**config.mk**
```make
export PLATFORM = sky130hd
export DESIGN_NAME = spi_block_engine
export DESIGN_NICKNAME = d
export VERILOG_FILES = /design/src/rtl/spi_block_engine.sv
export SDC_FILE = /design/constraint.sdc
export NUM_CORES = 1
export LEC_CHECK = 0
export BUFFER_PORTS_ARGS = -buffer_cell sky130_fd_sc_hd__buf_2
export CORE_MARGIN = 8
export CORE_UTILIZATION = 50
export DETAILED_ROUTE_END_ITERATION = 8
export PLACE_DENSITY = 0.73
export SLEW_MARGIN = 20
export SYNTH_ARGS = -nofsm -noshare
export SYNTH_HDL_FRONTEND = slang
export SYNTH_SLANG_ARGS = --single-unit
```
**constraint.sdc**
```tcl
create_clock -name clk -period 2.61 [get_ports clk]
set_input_delay 0.1305 -clock clk [delete_from_list [all_inputs] [get_ports clk]]
set_output_delay 0.1305 -clock clk [all_outputs]
set_load 0.01 [all_outputs]
```
**src/rtl/spi_block_engine.sv**
```systemverilog
// Block-transfer sequencer in front of the spiio SD-card SPI controller.
// Moves one data block between card and local buffer; CPU passes through to spiio when idle.
module spi_block_engine #(
    parameter int unsigned BLOCK_LEN = 512,
    parameter int unsigned SETTLE    = 4
) (
    input  logic       clk,
    input  logic       rst,
    input  logic [2:0] AD,
    input  logic [7:0] DI,
    output logic [7:0] DO,
    input  logic       rw,
    input  logic       cs,
    input  logic       spi_cs,
    output logic [2:0] m_ad,
    output logic [7:0] m_do,
    input  logic [7:0] m_di,
    output logic       m_rw,
    output logic       m_cs,
    output logic [8:0] buf_addr,
    output logic [7:0] buf_wdata,
    output logic       buf_we,
    input  logic [7:0] buf_rdata,
    output logic       busy
);

    localparam logic [8:0] LastAddr  = 9'(BLOCK_LEN - 1);
    localparam logic [7:0] SettleCnt = 8'(SETTLE);

    typedef enum logic [2:0] {
        StIdle, StTokTx, StTokPoll, StData, StCrc, StResp, StDone
    } state_e;

    typedef enum logic [2:0] {
        XfWr, XfSettle, XfPoll, XfPollChk, XfRd, XfRdChk
    } xfer_e;

    state_e      r_st;
    xfer_e       r_xf;
    logic [7:0]  r_cnt;
    logic        r_e_cs;
    logic        r_e_rw;
    logic [2:0]  r_e_ad;
    logic [7:0]  r_e_do;
    logic        r_busy;
    logic        r_done;
    logic        r_tokerr;
    logic        r_dir;
    logic [7:0]  r_token;
    logic [7:0]  r_timeout;
    logic [7:0]  r_crch;
    logic [7:0]  r_crcl;
    logic [7:0]  r_resp;
    logic [8:0]  r_addr;
    logic        r_last;
    logic [16:0] r_polls;
    logic [3:0]  r_idx;
    logic [7:0]  r_do;
    logic        r_pt_rd;

    logic        w_start;
    logic        w_fin;
    logic        w_err;
    logic [16:0] w_poll_lim;
    logic [7:0]  w_rd_val;
    logic [7:0]  w_e_do;

    assign w_start = cs && !rw && (AD == 3'd0) && DI[0] && !r_busy;

    // Outcome of the byte just received; only meaningful in XfRdChk.
    always_comb begin
        w_poll_lim = (r_timeout == 8'h00) ? 17'h10000 : {1'b0, r_timeout, 8'h00};
        w_fin      = 1'b0;
        w_err      = 1'b0;
        unique case (r_st)
            StTokPoll: begin
                if (m_di != r_token) begin
                    if (m_di != 8'hFF || (r_polls + 17'd1) == w_poll_lim) begin
                        w_fin = 1'b1;
                        w_err = 1'b1;
                    end
                end
            end
            StCrc:  w_fin = (r_idx == 4'd1) && !r_dir;
            StResp: begin
                w_fin = (m_di != 8'hFF) || (r_idx == 4'd7);
                w_err = (m_di[4:0] != 5'b00101);
            end
            default: ;
        endcase
    end

    always_comb begin
        w_rd_val = 8'h00;
        case (AD)
            3'd0:    w_rd_val = {r_busy, r_done, r_tokerr, 3'b000, r_dir, 1'b0};
            3'd1:    w_rd_val = r_token;
            3'd2:    w_rd_val = r_timeout;
            3'd3:    w_rd_val = r_crch;
            3'd4:    w_rd_val = r_crcl;
            3'd5:    w_rd_val = r_resp;
            default: w_rd_val = 8'h00;
        endcase
    end

    always_ff @(posedge clk) begin
        if (!rst) begin
            r_st      <= StIdle;
            r_xf      <= XfWr;
            r_cnt     <= 8'h00;
            r_e_cs    <= 1'b0;
            r_e_rw    <= 1'b1;
            r_e_ad    <= 3'd0;
            r_e_do    <= 8'hFF;
            r_busy    <= 1'b0;
            r_done    <= 1'b0;
            r_tokerr  <= 1'b0;
            r_dir     <= 1'b0;
            r_token   <= 8'hFE;
            r_timeout <= 8'h01;
            r_crch    <= 8'hFF;
            r_crcl    <= 8'hFF;
            r_resp    <= 8'hFF;
            r_addr    <= 9'd0;
            r_last    <= 1'b0;
            r_polls   <= 17'd0;
            r_idx     <= 4'd0;
            r_do      <= 8'h00;
            r_pt_rd   <= 1'b0;
        end else begin
            r_e_cs <= 1'b0;

            if (cs && rw) begin
                r_do    <= w_rd_val;
                r_pt_rd <= 1'b0;
            end else if (spi_cs && rw) begin
                r_pt_rd <= !r_busy;
                if (r_busy) r_do <= 8'hFF;
            end

            if (cs && !rw && !r_busy) begin
                case (AD)
                    3'd0:    r_dir     <= DI[1];
                    3'd1:    r_token   <= DI;
                    3'd2:    r_timeout <= DI;
                    default: ;
                endcase
            end

            if (w_start) begin
                r_busy   <= 1'b1;
                r_done   <= 1'b0;
                r_tokerr <= 1'b0;
                r_addr   <= 9'd0;
                r_last   <= 1'b0;
                r_polls  <= 17'd0;
                r_idx    <= 4'd0;
                r_st     <= DI[1] ? StTokTx : StTokPoll;
                r_xf     <= XfWr;
                r_e_cs   <= 1'b1;
                r_e_rw   <= 1'b0;
                r_e_ad   <= 3'd1;
                r_e_do   <= DI[1] ? r_token : 8'hFF;
            end else if (r_st == StDone) begin
                r_st <= StIdle;
            end else if (r_st != StIdle) begin
                case (r_xf)
                    XfWr: begin
                        if (SettleCnt == 8'd0) begin
                            r_xf   <= XfPoll;
                            r_e_cs <= 1'b1;
                            r_e_rw <= 1'b1;
                            r_e_ad <= 3'd2;
                        end else begin
                            r_xf  <= XfSettle;
                            r_cnt <= SettleCnt;
                        end
                    end
                    XfSettle: begin
                        r_cnt <= r_cnt - 8'd1;
                        if (r_cnt == 8'd1) begin
                            r_xf   <= XfPoll;
                            r_e_cs <= 1'b1;
                            r_e_rw <= 1'b1;
                            r_e_ad <= 3'd2;
                        end
                    end
                    XfPoll: r_xf <= XfPollChk;
                    XfPollChk: begin
                        r_e_cs <= 1'b1;
                        r_e_rw <= 1'b1;
                        if (m_di[7]) begin
                            r_xf   <= XfRd;
                            r_e_ad <= 3'd1;
                        end else begin
                            r_xf   <= XfPoll;
                            r_e_ad <= 3'd2;
                        end
                    end
                    XfRd: begin
                        r_xf <= XfRdChk;
                        // Write direction advances early so buf_rdata is ready for the next send.
                        if (r_st == StData && r_dir) begin
                            if (r_addr == LastAddr) r_last <= 1'b1;
                            else                    r_addr <= r_addr + 9'd1;
                        end
                    end
                    XfRdChk: begin
                        case (r_st)
                            StTokTx: r_st <= StData;
                            StTokPoll: begin
                                if (m_di == r_token) r_st    <= StData;
                                else if (!w_fin)     r_polls <= r_polls + 17'd1;
                            end
                            StData: begin
                                if (r_dir ? r_last : (r_addr == LastAddr)) begin
                                    r_st  <= StCrc;
                                    r_idx <= 4'd0;
                                end else if (!r_dir) begin
                                    r_addr <= r_addr + 9'd1;
                                end
                            end
                            StCrc: begin
                                if (!r_dir) begin
                                    if (r_idx == 4'd0) r_crch <= m_di;
                                    else               r_crcl <= m_di;
                                end
                                if (r_idx == 4'd1) begin
                                    r_idx <= 4'd0;
                                    if (r_dir) r_st <= StResp;
                                end else begin
                                    r_idx <= r_idx + 4'd1;
                                end
                            end
                            StResp: begin
                                r_idx <= r_idx + 4'd1;
                                if (w_fin) r_resp <= m_di;
                            end
                            default: ;
                        endcase
                        if (w_fin) begin
                            r_st     <= StDone;
                            r_busy   <= 1'b0;
                            r_done   <= 1'b1;
                            r_tokerr <= w_err;
                        end else begin
                            r_xf   <= XfWr;
                            r_e_cs <= 1'b1;
                            r_e_rw <= 1'b0;
                            r_e_ad <= 3'd1;
                            r_e_do <= 8'hFF;
                        end
                    end
                    default: r_xf <= XfWr;
                endcase
            end
        end
    end

    assign w_e_do    = (r_st == StData && r_dir) ? buf_rdata : r_e_do;

    assign m_cs      = r_busy ? r_e_cs : spi_cs;
    assign m_rw      = r_busy ? r_e_rw : rw;
    assign m_ad      = r_busy ? r_e_ad : AD;
    assign m_do      = r_busy ? w_e_do : DI;

    assign buf_addr  = r_addr;
    assign buf_wdata = m_di;
    assign buf_we    = (r_st == StData) && !r_dir && (r_xf == XfRdChk);
    assign busy      = r_busy;
    assign DO        = (r_pt_rd && !r_busy) ? m_di : r_do;

endmodule
```
==> qor.csv, run 1 <==
metric;value;unit
crit path cell chain;or4_4 -> or3_4 -> nand4_1 -> o31ai_4 -> a311o_2 -> buf_6 -> or4_4 -> nand2_1;
r2r worst-path depth;8;
CP Buf/Inv Count;1;
Initial Utilization;50.4;%
antenna cells;0;
chip width;128;um
Core Region;12400;um^2
Core Rows;41;
Crit Path Class;register to register;
Worst Setup End Kind;register;
Slew HR;54.1;%
Iteration-0 DRC Markers;433;
die height;128;um
Syn. warnings;0;
EDFF count, synth;0;
Mapped Area;6260;um^2
drt drc;0;
HP Class;input pin to register;
CTS clk-pin slew, worst paths;0.08;ns
worst vdd ir;388;uV
status;complete, but fails checks;
I/O pins;72;
first-pass GRT wire length;29.0;mm
Top FF cell, synth;dfxtp_1;
Worst Path Max Fanout;10;
full die area;16400;um^2
Pwr Total;3.39;mW
final core occ;62.3;%
Reg-to-Reg Start;r_timeout[4];
CTS tree;built;
Placer Congestion;0.942;
top cells by area, synth;dfxtp_1 35%, mux2i_1 10%, nand2_1 4.1%, nor2b_1 3.8%, nor2_1 3.1%;
most frequent cells in the layout;103 x dfxtp_1, 78 x buf_4, 72 x buf_2;
Slew Viols, Final;0;
GR Util All Layers;21.9;%
fillers;1036;
area delta synth->final;23.5;%
Max Freq;373;MHz
Pwr Density;439;nW/um^2
post-synthesis sequential area ratio;35.2;%
syn nets;755;
Port Buf Inserts;71;
crit-path leading delay family;simple AND/OR/NAND/NOR gates;
slowest CP cell;or4_4;
max_cap viols;0;
critical path startpoint category;register;
DRT antenna net count;0;
Vias;5926;
stages on the worst setup path;8;
setup repair after global routing missed its margin;true;
flops & latches, synth;110;
largest net degree at the start of global routing;48;
WP data required;2.92;ns
Clock Path Buffers;2;
grt ovf;0;
final setup fails;9;
reg2reg end;r_polls[16];
reg2reg setup slack;-0.07;ns
layout cells sized above 1;28.6;%
async set-reset flop share out of synthesis;0;%
clk root buf;clkbuf_16;
Final min period;2.68;ns
worst hold endpoint;r_token[4];
hold_sp;DI[4];
Num CTS Buffers;9;
Post-Place Setup Slack;-0.154;ns
# clock sinks;110;
H-tree levels;3;
WL final;18.0;mm
initial antenna violation count;0;
final worst slack;-0.0706;ns
Min Hold Slack;0.0269;ns
commonest non-fill, non-tap cell in the layout;dfxtp_1;
WP data arrival;2.99;ns
Layout Skew;0.0139;ns
vias in the first global route;5877;
worst slew pin tran;0.687;ns
violated checks;negative setup slack;
Final period util;103;%
Leak Pwr;3.30;nW
Post-Synthesis Mean Instance Area;8.75;um^2
Finished Layout Cells;1003;
vias per inst;5.91;
CP most frequent cell;or4_4;
Skew-Pair Late Insertion Delay;0.36;ns
Synth top area share;35.2;%
DR WL/cell;18.0;um
Pre-antenna DRT Iters;5;
post-synth cell types;80;
Cells after Synth;715;
placed cell count;982;
hold depth;3;
CP startpoint;r_timeout[4];
most area-hungry cell type in the Yosys netlist;dfxtp_1;
CP max stage delay;0.54;ns
Final Hold Viols;0;
hpwl dp;13.4;mm
final net count;866;
[layout make-up]
cell class / count / area, um^2 / area share [%]
multi-input cells: 541 / 3980 / 51.5
well taps: 172 / 215 / 2.78
clock buffers: 10 / 229 / 2.96
flip-flops and latches: 110 / 2220 / 28.7
inverters: 11 / 41.3 / 0.534
clock inverters: 6 / 65.1 / 0.842
repair buffers: 153 / 980 / 12.7
[cell usage after synthesis, drive strengths merged, types with 6 or more instances]
cell    instances
or3             6
nand2          68
nand4          13
xor2           20
o21ai          22
clkbuf         36
nor3            9
nand3          20
nand2b          9
o32a            8
mux2i          63
dfxtp         110
ha              8
nor4           15
o211ai         12
a21oi          36
nor2b          38
buf            17
nor2           51
mux2           15
or4            16
xnor2          13
a31oi           9
inv            10
and2            6
[flip-flops by register name, indices dropped and copies added, names as in the netlist, 2 cells and up]
register and count:
r_resp 8, r_crcl 8, r_st 3, r_polls 17, r_idx 4, r_crch 8
buf_addr 9, r_cnt 8, r_do 8, r_e_ad 2, r_token 8, r_e_do 8
r_xf 3, r_timeout 8
[tightest hold or removal path, cell delays in order]
cell     delay [ns]
buf_2          0.11
mux2i_1        0.07
nand2_1        0.06
[power breakdown]
group	switching, mW	internal, mW	leakage, nW
clock	0.688	0.678	0.144
sequential	0.0118	1.69	0.894
combinational	0.189	0.133	2.26
total	0.890	2.50	3.30
[worst max path at each step]
| stage | to | slack [ns] |
|---|---|---|
| 4_1_cts | r_polls[3] | -0.04 |
| 6_report | r_polls[16] | -0.07 |
| 3_3_place_gp | r_e_do[4] | -0.07 |
| 3_5_place_dp | r_polls[8] | -0.15 |
| 5_1_grt | r_polls[16] | -0.15 |
| 2_1_floorplan | r_resp[0] | -0.12 |
[stage by stage]
step	setup TNS (ns)	area (um^2)
2_1_floorplan	-0.945	6310
3_3_place_gp	-0.735	7210
3_5_place_dp	-2.11	7210
4_1_cts	-0.0975	7590
5_1_grt	-2.42	7730
6_report	-0.247	7730
[logic make-up (layout without fill, tap and decap cells)]
logic type      Yosys count  in the layout  synth area share (%)
flops                   110            110                  35.2
fa+ha+maj                 8              8                  1.60
xor+xnor                 34             34                  5.00
buf+inv                  64            180                  4.52
mux                      78             78                  12.8
simple gates            271            271                  23.2
compound gates          150            150                  17.8
[routing by layer]
layer  wire length (um)  vias up  GRT usage, %
met3                779       41          2.83
met4                457        0          8.67
met1               7920     2874          27.8
met5                  0        -             0
li1                   -     2851             -
met2               8890      160          36.7
[timing repair]
action                     in CTS  in global routing
pin swaps                       5                  5
hold buffers                    0                  0
cloned                          1                  0
setup buffers                   2                  2
gates resized for setup        20                 23
setup endpoints to repair      29                 37
Power figures use the tool's default switching activity.
==> run 2, diff against run 1 <==
--- a/config.mk
+++ b/config.mk
@@ -5,11 +5,14 @@
 export SDC_FILE = /design/constraint.sdc
 export NUM_CORES = 1
 export LEC_CHECK = 0
+export ABC_AREA = 0
 export BUFFER_PORTS_ARGS = -buffer_cell sky130_fd_sc_hd__buf_2
+export CELL_PAD_IN_SITES_DETAIL_PLACEMENT = 0
+export CELL_PAD_IN_SITES_GLOBAL_PLACEMENT = 1
 export CORE_MARGIN = 8
-export CORE_UTILIZATION = 50
+export CORE_UTILIZATION = 40
 export DETAILED_ROUTE_END_ITERATION = 8
-export PLACE_DENSITY = 0.73
+export PLACE_DENSITY_LB_ADDON = 0.1
 export SLEW_MARGIN = 20
 export SYNTH_ARGS = -nofsm -noshare
 export SYNTH_HDL_FRONTEND = slang
==> qor.csv, run 2 (synthesized netlist as in run 1, its figures left out) <==
metric;value;unit;change
status;complete, but fails checks;;
violated checks;negative setup slack;;
Slew Viols, Final;0;;unchanged
FF+latch area;2210;um^2;-0.17%
Post-Place Setup Slack;-0.357;ns;-0.203 ns
Core Rows;45;;+9.8%
Iteration-0 DRC Markers;349;;-19%
Layout Skew;0.0110;ns;-0.00291 ns
Pwr Density;430;nW/um^2;-1.9%
most frequent cells in the layout;114 x buf_4, 102 x dfxtp_1, 71 x buf_2;;
Max Freq;364;MHz;-2.4%
internal cell power;2.60;mW;+4.1%
die height;141;um;+10%
Critical Path End;r_polls[4];;
vias per inst;5.51;;-6.7%
final setup fails;22;;+13
Clock Path Buffers;2;;unchanged
layout cells sized above 1;32.8;%;+4.2 points
Final period util;105;%;+2.6 points
Seq pwr share;48.6;%;-1.6 points
Slew HR;51.6;%;-2.6 points
Worst Setup End Kind;register;;
combinational fraction of design power;9.9;%;+0.4 points
r2r worst-path depth;10;;+2
Switching Share;25.8;%;-0.48 points
HP Class;input pin to register;;
chip width;141;um;+10%
CP max stage delay;0.47;ns;-0.07 ns
Worst Path Max Fanout;7;;-3
Port Buf Inserts;71;;unchanged
WL final;19.7;mm;+9.2%
Core Region;15300;um^2;+23%
Final Hold Viols;0;;unchanged
fillers;1428;;+38%
worst vdd ir;353;uV;-8.9%
grt ovf;0;;unchanged
met1 wire length;9.18;mm;+16%
Largest Register;r_polls;;
full die area;19900;um^2;+22%
Initial Utilization;41.0;%;-9.4 points
final net count;904;;+4.4%
Sw Pwr;0.903;mW;+1.5%
reg2reg end;r_polls[4];;
# clock sinks;110;;unchanged
largest net degree at the start of global routing;42;;-13%
metal2 WL;9.26;mm;+4.1%
DRT antenna net count;0;;unchanged
WP data arrival;3.05;ns;+0.06 ns
final worst slack;-0.138;ns;-0.0670 ns
Vias;5951;;+0.42%
routed length on met3;959;um;+23%
Pre-antenna DRT Iters;5;;unchanged
area delta synth->final;30.1;%;
commonest non-fill, non-tap cell in the layout;buf_4;;
Crit Path Class;register to register;;
I/O pins;72;;unchanged
critical path startpoint category;register;;
clk root buf;clkbuf_16;;
Final min period;2.75;ns;+0.0670 ns
Num CTS Buffers;9;;unchanged
clock group share of total power;41.6;%;+1.3 points
CTS clk-pin slew, worst paths;0.08;ns;about the same
initial antenna violation count;0;;unchanged
worst slew pin tran;0.725;ns;+0.0384 ns
CP most frequent cell;buf_4;;
Leak Pwr;3.49;nW;+5.8%
crit path cell chain;buf_4 -> xnor2_1 -> xor2_1 -> o41ai_4 -> a21boi_4 -> buf_4 -> a311o_2 -> buf_6 -> or4_4 -> nand2_2;;
H-tree levels;3;;unchanged
DR WL/cell;18.2;um;+1.4%
Skew-Pair Late Insertion Delay;0.36;ns;about the same
drt drc;0;;unchanged
max reg flops;17;;unchanged
Pwr Total;3.51;mW;+3.4%
CTS tree;built;;
CP startpoint;r_polls[14];;
vias in the first global route;5867;;-0.17%
Multi-input gate area;4020;um^2;+0.94%
first-pass GRT wire length;31.4;mm;+8.2%
GR Util All Layers;19.6;%;-2.2 points
setup repair after global routing missed its margin;true;;
Reg-to-Reg Start;r_polls[14];;
Placer Congestion;0.875;;-7.1%
hpwl dp;14.7;mm;+9.6%
slowest CP cell;or4_4;;
reg2reg setup slack;-0.14;ns;-0.07 ns
max layer used;met4;;
antenna cells;0;;unchanged
WP data required;2.91;ns;about the same
max_cap viols;0;;unchanged
## run 2: cell type report
cell class | count | share of cell area [%]
flip-flops and latches | 110 | 27.2
clock inverters | 6 | 0.922
repair buffers | 191 | 16.0
clock buffers | 10 | 2.81
multi-input cells | 541 | 49.3
inverters | 11 | 0.507
well taps | 211 | 3.24
## run 2: how the worst min path moves through the flow
stage                        from         end  slack (ns)  cells past startpoint
after floorplan           m_di[0]   r_crch[0]        0.26                      2
after global placement      DI[5]  r_token[5]        0.38                      3
after CTS                   DI[5]  r_token[5]        0.01                      3
final                       DI[5]  r_token[5]        0.03                      3
after global routing        DI[5]  r_token[5]        0.03                      3
after detailed placement    DI[5]  r_token[5]        0.39                      3
## run 2: critical path, delay by kind of cell (launching register included)
| kind | cells | cell delay, ns |
|---|---|---|
| AO/OA/AOI/OAI | 3 | 0.72 |
| AND/OR/NAND/NOR | 2 | 0.54 |
| XOR/XNOR | 2 | 0.66 |
| flip-flops | 1 | 0.32 |
| buffers and inverters | 3 | 0.43 |
## run 2: what timing repair did
action                                  in CTS  in global routing
pin swaps                                    7                  8
gates resized for setup                     22                 28
endpoints found under the setup margin      39                 43
buffers inserted                             5                  4
hold buffers                                 0                  0
## run 2: power groups by stage
stage	Clock (mW)	Sequential, mW	Combinational, mW
after floorplan	0	1.74	0.189
after global placement	0	1.74	0.336
after detailed placement	0	1.74	0.338
after CTS	1.49	1.70	0.343
after global routing	1.55	1.71	0.373
final	1.46	1.70	0.346
## run 2: through the flow
stage          hold slack (ns)  cell area, um^2  util, %  cells  setup TNS [ns]
5_1_grt                 0.0299             8150     53.4   1080           -3.98
3_5_place_dp             0.387             7540     49.4   1055           -9.36
6_report                0.0300             8150     53.4   1080           -1.03
3_3_place_gp             0.384             7540     49.4   1055           -6.17
2_1_floorplan            0.256             6310        -    715          -0.945
4_1_cts                 0.0113             7960     52.1   1076           -1.37
## run 2: per-layer routing
metal / up-vias / track usage (%)
met1: 2893 / 25.7
met4: 0 / 4.69
li1: 2914 / -
met3: 23 / 4.69
met5: - / 0
met2: 121 / 31.8
==> run 3, diff against run 2 <==
--- a/config.mk
+++ b/config.mk
@@ -13,6 +13,7 @@
 export CORE_UTILIZATION = 40
 export DETAILED_ROUTE_END_ITERATION = 8
 export PLACE_DENSITY_LB_ADDON = 0.1
+export RECOVER_POWER = 50
 export SLEW_MARGIN = 20
 export SYNTH_ARGS = -nofsm -noshare
 export SYNTH_HDL_FRONTEND = slang
==> qor.csv, run 3 (synthesized netlist as in run 1, its figures left out) <==
metric;value;unit;change
commonest non-fill, non-tap cell in the layout;buf_4;;
worst slew pin tran;0.736;ns;+0.0109 ns
initial antenna violation count;0;;unchanged
max_cap viols;0;;unchanged
full die area;19900;um^2;unchanged
violated checks;negative setup slack;;
final worst slack;-0.124;ns;+0.0135 ns
Max Freq;366;MHz;+0.50%
Post-Place Setup Slack;-0.357;ns;unchanged
setup repair after global routing missed its margin;true;;
CP most frequent cell;buf_4;;
Iteration-0 DRC Markers;365;;+4.6%
Skew-Pair Late Insertion Delay;0.36;ns;about the same
vias in the first global route;5867;;unchanged
final net count;904;;unchanged
Final Hold Viols;0;;unchanged
CP max stage delay;0.47;ns;about the same
clk root buf;clkbuf_16;;
worst vdd ir;353;uV;about the same
# clock sinks;110;;unchanged
area delta synth->final;29.1;%;
Core Region;15300;um^2;unchanged
grt ovf;0;;unchanged
crit path cell chain;buf_4 -> xnor2_1 -> xor2_1 -> o41ai_4 -> a21boi_4 -> buf_4 -> a311o_2 -> buf_6 -> or4_4 -> nand2_2;;
Worst Setup End Kind;register;;
Initial Utilization;41.0;%;unchanged
Placer Congestion;0.875;;unchanged
Slew HR;50.8;%;-0.73 points
Largest Register;r_polls;;
I/O pins;72;;unchanged
Pre-antenna DRT Iters;5;;unchanged
drt drc;0;;unchanged
H-tree levels;3;;unchanged
Leak Pwr;3.39;nW;-2.7%
setup_tns;-0.895;ns;+0.131 ns
CTS tree;built;;
WL final;19.8;mm;+0.29%
HP Class;input pin to register;;
first-pass GRT wire length;31.4;mm;unchanged
Port Buf Inserts;71;;unchanged
Min Hold Slack;0.0295;ns;-0.000459 ns
hpwl dp;14.7;mm;unchanged
Final period util;105;%;-0.52 points
chip width;141;um;unchanged
antenna cells;0;;unchanged
max reg flops;17;;unchanged
Slew Viols, Final;0;;unchanged
Worst Path Max Fanout;7;;unchanged
WP data required;2.91;ns;about the same
WP data arrival;3.03;ns;-0.02 ns
Num CTS Buffers;9;;unchanged
GR Util All Layers;19.6;%;unchanged
die height;141;um;unchanged
largest net degree at the start of global routing;42;;unchanged
Final min period;2.73;ns;-0.0135 ns
critical path startpoint category;register;;
CTS clk-pin slew, worst paths;0.08;ns;about the same
Vias;5938;;-0.22%
DR WL/cell;18.3;um;+0.29%
final setup fails;20;;-9.1%
Clock Path Buffers;2;;unchanged
status;complete, but fails checks;;
layout cells sized above 1;29.7;%;-3.1 points
slowest CP cell;or4_4;;
most frequent cells in the layout;103 x buf_4, 102 x dfxtp_1, 66 x nand2_1;;
Pwr Density;433;nW/um^2;+0.64%
Crit Path Class;register to register;;
DRT antenna net count;0;;unchanged
Core Rows;45;;unchanged
vias per inst;5.50;;-0.22%
Layout Skew;0.00989;ns;-0.00115 ns
fillers;1442;;+0.98%
-- run 3: cell types whose count changed in the layout (fill, tap and decap cells not counted), sizes merged --
cell	before	now
clkbuf	10	36
buf	191	165
-- run 3: per-layer routing --
metal / up-vias / wire, um / GRT usage, %
li1: 2916 / - / -
met3: 20 / 954 / 4.69
met5: - / 0 / 0
met2: 121 / 9270 / 31.8
met4: 0 / 297 / 4.69
met1: 2881 / 9240 / 25.7
-- run 3: final timing paths --
path | slack (ns) | start | end | cells after the start
max | -0.12 | r_polls[14] | r_polls[4] | 10
min | 0.03 | DI[5] | r_token[5] | 3
max reg2reg | -0.12 | r_polls[14] | r_polls[4] | 10
min reg2reg | 0.47 | r_last | r_last | 2
-- run 3: stage by stage --
step | util, % | instances | power [mW] | area (um^2)
5_1_grt | 53.0 | 1080 | 3.62 | 8080
3_5_place_dp | 49.4 | 1055 | 2.08 | 7540
2_1_floorplan | - | 715 | 1.93 | 6310
3_3_place_gp | 49.4 | 1055 | 2.08 | 7540
6_report | 53.0 | 1080 | 3.50 | 8080
4_1_cts | 52.1 | 1076 | 3.54 | 7960
-- run 3: area by class of cell --
class / count / area (um^2) / share of cell area (%)
inverter: 11 / 41.3 / 0.511
sequential: 110 / 2210 / 27.4
clock inverter: 6 / 75.1 / 0.929
clock buffer: 10 / 229 / 2.83
tap: 211 / 264 / 3.27
timing repair buffer: 191 / 1250 / 15.4
multi-input combinational: 541 / 4010 / 49.7
-- run 3: critical path, delay by kind of cell (launching register included) --
family | cells | cell delay, ns
AOI/OAI and AO/OA | 3 | 0.73
xor gates and xnor gates | 2 | 0.65
buffers and inverters | 3 | 0.43
DFF | 1 | 0.32
and+or+nand+nor | 2 | 0.54
-- run 3: timing repair --
item                       in CTS  in global routing
pin swaps                       7                  8
buffers inserted                5                  4
setup endpoints to repair      39                 43
gates resized for setup        22                 28
hold buffers                    0                  0
-- run 3: report_power, final --
part | leakage (nW) | internal [mW] | switching, mW | total, mW
combinational | 2.36 | 0.139 | 0.200 | 0.339
sequential | 0.893 | 1.69 | 0.0107 | 1.70
clock | 0.146 | 0.764 | 0.695 | 1.46
total | 3.39 | 2.60 | 0.905 | 3.50
